[config.mk]
export PLATFORM = sky130hd
export DESIGN_NAME = fetch_queue
export DESIGN_NICKNAME = d
export VERILOG_FILES = /design/src/rtl/core_pkg.sv /design/src/rtl/fetch_fifo.sv /design/src/rtl/fetch_queue.sv
export SDC_FILE = /design/constraint.sdc
export NUM_CORES = 1
export LEC_CHECK = 0
export BUFFER_PORTS_ARGS = -buffer_cell sky130_fd_sc_hd__buf_2
export CAP_MARGIN = 30
export CORE_MARGIN = 1.5
export CORE_UTILIZATION = 52
export CTS_CLUSTER_DIAMETER = 100
export CTS_CLUSTER_SIZE = 16
export DETAILED_ROUTE_END_ITERATION = 8
export PLACE_DENSITY = 0.86
export SLEW_MARGIN = 20
export SYNTH_ARGS = -nofsm -noshare
export SYNTH_HDL_FRONTEND = slang
export SYNTH_HIERARCHICAL = 1
export SYNTH_SLANG_ARGS = --single-unit
[constraint.sdc]
create_clock -name clock -period 4.2 [get_ports clock]
set_input_delay 0.63 -clock clock [delete_from_list [all_inputs] [get_ports clock]]
set_output_delay 0.63 -clock clock [all_outputs]
set_load 0.02 [all_outputs]
[src/rtl/core_pkg.sv]
// ============================================================================
// Module      : core_pkg
// Description : Shared core types; fetch queue entry layout.
// Revision    : 1.0 - initial release
// ============================================================================
`default_nettype none

package core_pkg;

  localparam int CORE_XLEN = 32;

  typedef struct packed {
    logic [CORE_XLEN-1:0] pc;
    logic [CORE_XLEN-1:0] instr;
  } fetch_entry_t;

endpackage

`default_nettype wire

[src/rtl/fetch_fifo.sv]
// ============================================================================
// Module      : fetch_fifo
// Description : Synchronous FIFO of generic entries with flush and head view.
// Revision    : 1.0 - initial release
// ============================================================================
`default_nettype none

module fetch_fifo
  import core_pkg::*;
#(
  parameter int  DEPTH = 4,
  parameter type T     = fetch_entry_t
) (
  input  logic                       clock,
  input  logic                       flush,
  input  logic                       push,
  input  logic                       pop,
  input  T                           wdata,
  output T                           head,
  output logic [$clog2(DEPTH+1)-1:0] count
);

  localparam int PTR_W = $clog2(DEPTH);
  localparam int CNT_W = $clog2(DEPTH+1);

  T                 r_mem [DEPTH];
  logic [PTR_W-1:0] r_rd_ptr;
  logic [PTR_W-1:0] r_wr_ptr;
  logic [CNT_W-1:0] r_count;
  logic             w_do_pop;
  logic             w_do_push;

  // Guards keep the occupancy bounded even if a caller misbehaves.
  assign w_do_pop  = pop & ~flush & (r_count != '0);
  assign w_do_push = push & ~flush & ((r_count != CNT_W'(DEPTH)) | w_do_pop);

  always_ff @(posedge clock) begin
    if (flush) begin
      r_rd_ptr <= '0;
      r_wr_ptr <= '0;
      r_count  <= '0;
    end else begin
      if (w_do_push) r_wr_ptr <= r_wr_ptr + PTR_W'(1);
      if (w_do_pop)  r_rd_ptr <= r_rd_ptr + PTR_W'(1);
      case ({w_do_push, w_do_pop})
        2'b10:   r_count <= r_count + CNT_W'(1);
        2'b01:   r_count <= r_count - CNT_W'(1);
        default: r_count <= r_count;
      endcase
    end
  end

  always_ff @(posedge clock) begin
    if (w_do_push) r_mem[r_wr_ptr] <= wdata;
  end

  assign head  = r_mem[r_rd_ptr];
  assign count = r_count;

endmodule

`default_nettype wire

[src/rtl/fetch_queue.sv]
// ============================================================================
// Module      : fetch_queue
// Description : Instruction fetch PC sequencer with redirect and a FIFO queue.
// Revision    : 1.0 - initial release
// ============================================================================
`default_nettype none

module fetch_queue
  import core_pkg::*;
#(
  parameter int              XLEN     = 32,
  parameter int              DEPTH    = 4,
  parameter logic [XLEN-1:0] START_PC = '0
) (
  input  logic                       clock,
  input  logic                       reset,
  input  logic                       mem_en,
  output logic                       imem_req_op,
  output logic [XLEN-1:0]            imem_addr_op,
  input  logic                       imem_gnt_ip,
  input  logic [XLEN-1:0]            imem_rdata_ip,
  input  logic                       redirect_valid_ip,
  input  logic [XLEN-1:0]            redirect_addr_ip,
  input  logic                       stall_ip,
  output logic                       instr_valid_op,
  output logic [XLEN-1:0]            instr_data_op,
  output logic [XLEN-1:0]            instr_pc_addr_op,
  output logic [$clog2(DEPTH+1)-1:0] count_op
);

  localparam int CNT_W = $clog2(DEPTH+1);

  logic [XLEN-1:0]  r_fetch_pc;
  logic [CNT_W-1:0] w_count;
  fetch_entry_t     w_head;
  fetch_entry_t     w_wentry;
  logic             w_valid;
  logic             w_pop;
  logic             w_push;
  logic             w_space;
  logic             w_flush;

  // Outputs are gated by reset so the head looks empty while reset is held.
  assign w_valid     = reset & (w_count != '0);
  assign w_pop       = w_valid & ~stall_ip;
  assign w_space     = (w_count != CNT_W'(DEPTH)) | w_pop;
  assign imem_req_op = reset & mem_en & ~redirect_valid_ip & w_space;
  assign w_push      = imem_req_op & imem_gnt_ip;
  assign w_flush     = ~reset | redirect_valid_ip;

  always_ff @(posedge clock) begin
    if (!reset) begin
      r_fetch_pc <= START_PC;
    end else if (redirect_valid_ip) begin
      r_fetch_pc <= {redirect_addr_ip[XLEN-1:2], 2'b00};
    end else if (w_push) begin
      r_fetch_pc <= r_fetch_pc + XLEN'(4);
    end
  end

  assign w_wentry = '{pc: CORE_XLEN'(r_fetch_pc), instr: CORE_XLEN'(imem_rdata_ip)};

  fetch_fifo #(
    .DEPTH (DEPTH),
    .T     (fetch_entry_t)
  ) u_fifo (
    .clock (clock),
    .flush (w_flush),
    .push  (w_push),
    .pop   (w_pop & ~redirect_valid_ip),
    .wdata (w_wentry),
    .head  (w_head),
    .count (w_count)
  );

  assign imem_addr_op     = r_fetch_pc;
  assign instr_valid_op   = w_valid;
  assign instr_data_op    = w_valid ? XLEN'(w_head.instr) : '0;
  assign instr_pc_addr_op = w_valid ? XLEN'(w_head.pc) : '0;
  assign count_op         = reset ? w_count : '0;

endmodule

`default_nettype wire
==> run_results.csv <==
group,metric,value,unit
run_status,status,"finished clean",
sta,slew_headroom,35.01,%
layout,layout-area-overhead-vs-synth,16.29,%
grt,overflow,0,
clocking,cts_setup_buffers,0,
setup_path,r2r_slack,1.25,ns
power_and_ir_drop,ir_drop,0.0002639,V
placed_design,placed_cells,1116,
placed_design,dp_hpwl,15.20,mm
sta,setup_viol,0,
clocking,clkSinkCount,295,
die,die-area,0.02373,sq mm
grt,grt_max_degree,65,
synth,avgSynthCellArea,17.63,sq um
grt,use_met1,29.36,%
setup_path,endpoint,"instr_pc_addr_op[4]",
detailed_routing,num_vias,6632,
synth,synth_flop_cell,"edfxtp_1",
detailed_routing,viasPerCell,5.732,
clocking,htreeDepth,1,
die,coreArea,0.02250,sq mm
die,die_h,154.0,um
layout,nNetsFinal,932,
sta,fin_skew,0.01102,ns
setup_path,worst_setup_path_start_kind,"flop",
grt,grt_busiest_layer,"met2",
grt,use_met2,34.45,%
grt,grt_use_met3,2.706,%
setup_path,reg2reg_depth,12,
detailed_routing,first_pass_iters,5,
clocking,numCtsBuffers,22,
synth,async_reset_ff_share,0,%
detailed_routing,drc,0,
layout,final_cells,1157,
die,die_w,154.0,um
clocking,clk_path_buf_depth,3,
detailed_routing,totalWireLength,23.98,mm
setup_path,r2r-start,"u_fifo/count[0]",
synth,synth-seq-cells,295,
grt,grt_use_total,20.44,%
sta,setup_tns,0,ns
sta,fmax,321.6,MHz
die,initial_utilization,52.72,%
run,maxCapViolCount,0,
die,num_rows,55,
setup_path,critical_path_class,"reg -> out",
synth,synth_cells,673,
sta,hold_viol,0,
clocking,path_clk_slew,0.07,ns
layout,drive_above_1_share,33.26,%
setup_path,r2r_end,"u_fifo/count[2]",
clocking,ctsHoldBuffers,0,
sta,maxSlewViolCount,0,
setup_path,arrival,2.48,ns
detailed_routing,drtIter0Drc,536,
setup_path,end_kind,"output pin",
clocking,post_cts_resized,0,
synth,yosysUniqueCellTypes,57,
clocking,cts_root_buffer,"clkbuf_16",
sta,tightest_slew,0.9749,ns
setup_path,path_max_fanout,21,
sta,fin_crit_sh,74.04,%
detailed_routing,antenna_left,0,
power_and_ir_drop,p_per_area,389.5,mW/mm^2
synth,synth_area,0.01186,sq mm
placed_design,place_congestion,0.8589,
sta,final.min_clock_period,3.110,ns
setup_path,critical_path_required,3.57,ns
synth,yosysWarnings,6,
grt,grt_pass1_vias,6653,
detailed_routing,wl_per_cell,20.72,um
grt,antenna_found_initial,1,
power_and_ir_drop,leakagePower,4.786,nW
synth,synth-seq-area-share,71.38,%
sta,rsz0062_at_grt,"false",
placed_design,io_buffers,166,
layout,antenna_cells,0,
grt,grt_pass1_wl,37.16,mm
clocking,cts_tree,"yes",
clocking,clock_latency,0.50,ns
worst_hold_path,hold_path_class,"in -> reg",
power_and_ir_drop,power,5.373,mW
die,ios,171,
synth,synth_edf_count,256,
## cells in the final DEF, fill, tap and decap left out, types with 2 or more instances in the layout
cell type  instances
edfxtp_1         256
buf_2            166
and2_1            68
mux4_2            64
dfxtp_1           37
clkbuf_16         23
nand2_1           22
o21ai_0           17
xor2_1            16
clkbuf_1          16
inv_1             15
nand3_1           15
a21oi_1           14
nor2_1            13
nand4_1           13
buf_4             11
nor3_1            10
conb_1            10
xnor2_1            8
and3_1             6
ha_1               5
buf_12             5
o211ai_1           4
a31oi_1            4
and2_4             4
nor4_1             3
o22ai_1            3
or3_1              3
o311ai_0           2
a32oi_1            2
or4_1              2
o31ai_1            2
o21a_1             2
dfxtp_4            2
## cells in the mapped netlist (4+ instances only)
master      n  area, sq um
o211ai_1    4        30.03
o21ai_0    17        85.08
inv_1      15        56.30
and2_1     72        450.4
a21oi_1    14        70.07
dfxtp_1    39        780.8
and3_1      6        37.54
xnor2_1     8        70.07
a31oi_1     4        25.02
nand4_1    13        81.33
nor3_1     10        50.05
clkbuf_1   20        75.07
xor2_1     16        140.1
buf_2       8        40.04
nand2_1    22        82.58
nand3_1    15        75.07
mux4_2     64         1441
edfxtp_1  256         7687
nor2_1     14        52.55
ha_1        5        62.56
## through the flow
stage	util [%]	hold slack (ns)	instance area, sq um	worst slack, ns
2_1_floorplan	-	0.4847	11900	0.6670
3_3_place_gp	58.30	0.5042	13120	0.9761
3_5_place_dp	58.30	0.5160	13120	0.9020
4_1_cts	61.18	0.3061	13770	0.9905
5_1_grt	61.30	0.3159	13790	0.9087
6_report	61.30	0.3310	13790	1.090
## final cells by class
cell class | count | area, sq um
fillers | 1611 | 8708
well taps | 285 | 356.6
inverters | 15 | 56.30
clock inverters | 1 | 11.26
multi-input cells | 339 | 3218
clock buffers | 39 | 635.6
repair buffers | 183 | 1041
flip-flops and latches | 295 | 8476
## worst min path at each step
stage	startpoint	endpoint	cells past startpoint
after global routing	redirect_addr_ip[19]	imem_addr_op[19]	3
final	redirect_addr_ip[19]	imem_addr_op[19]	3
after floorplan	u_fifo/r_rd_ptr[1]	flop	2
after global placement	u_fifo/r_rd_ptr[1]	flop	2
after detailed placement	u_fifo/r_rd_ptr[0]	u_fifo/r_rd_ptr[0]	2
after CTS	redirect_addr_ip[27]	imem_addr_op[27]	3
## cells by family (layout without fill, tap and decap cells)
kind of cell | count (synthesis) | in the layout | synth area share (%)
buffers and inverters | 48 | 238 | 1.920
multiplexers | 65 | 65 | 12.23
adder cells (fa/ha/maj) | 6 | 6 | 0.6961
XOR/XNOR | 24 | 24 | 1.772
flip-flops | 295 | 295 | 71.38
AO/OA/AOI/OAI | 60 | 60 | 3.407
AND/OR/NAND/NOR | 174 | 174 | 8.554
other | 1 | 10 | 0.03161
## layer usage
layer | routed length [um] | vias up
li1 | - | 3004
met1 | 10220 | 3306
met2 | 11810 | 301
met3 | 1747 | 21
met4 | 195 | 0
met5 | 0 | -
## flip-flops by register name, summed over array words and instances (netlist names), named ones only
name             count
u_fifo/r_wr_ptr      2
u_fifo/r_rd_ptr      2
u_fifo/count         3
u_fifo/r_mem       256
imem_addr_op        30
## power breakdown
| part | switching [mW] | total (mW) | internal, mW |
|---|---|---|---|
| sequential | 0.0501 | 3.25 | 3.20 |
| clock | 0.917 | 1.95 | 1.03 |
| combinational | 0.105 | 0.173 | 0.0681 |
## critical path, cell delays in order (launching register included)
cell and delay [ns]:
dfxtp_4 0.61, buf_4 0.43, mux4_2 0.61, and2_1 0.16, buf_2 0.15
Power figures use the tool's default switching activity.
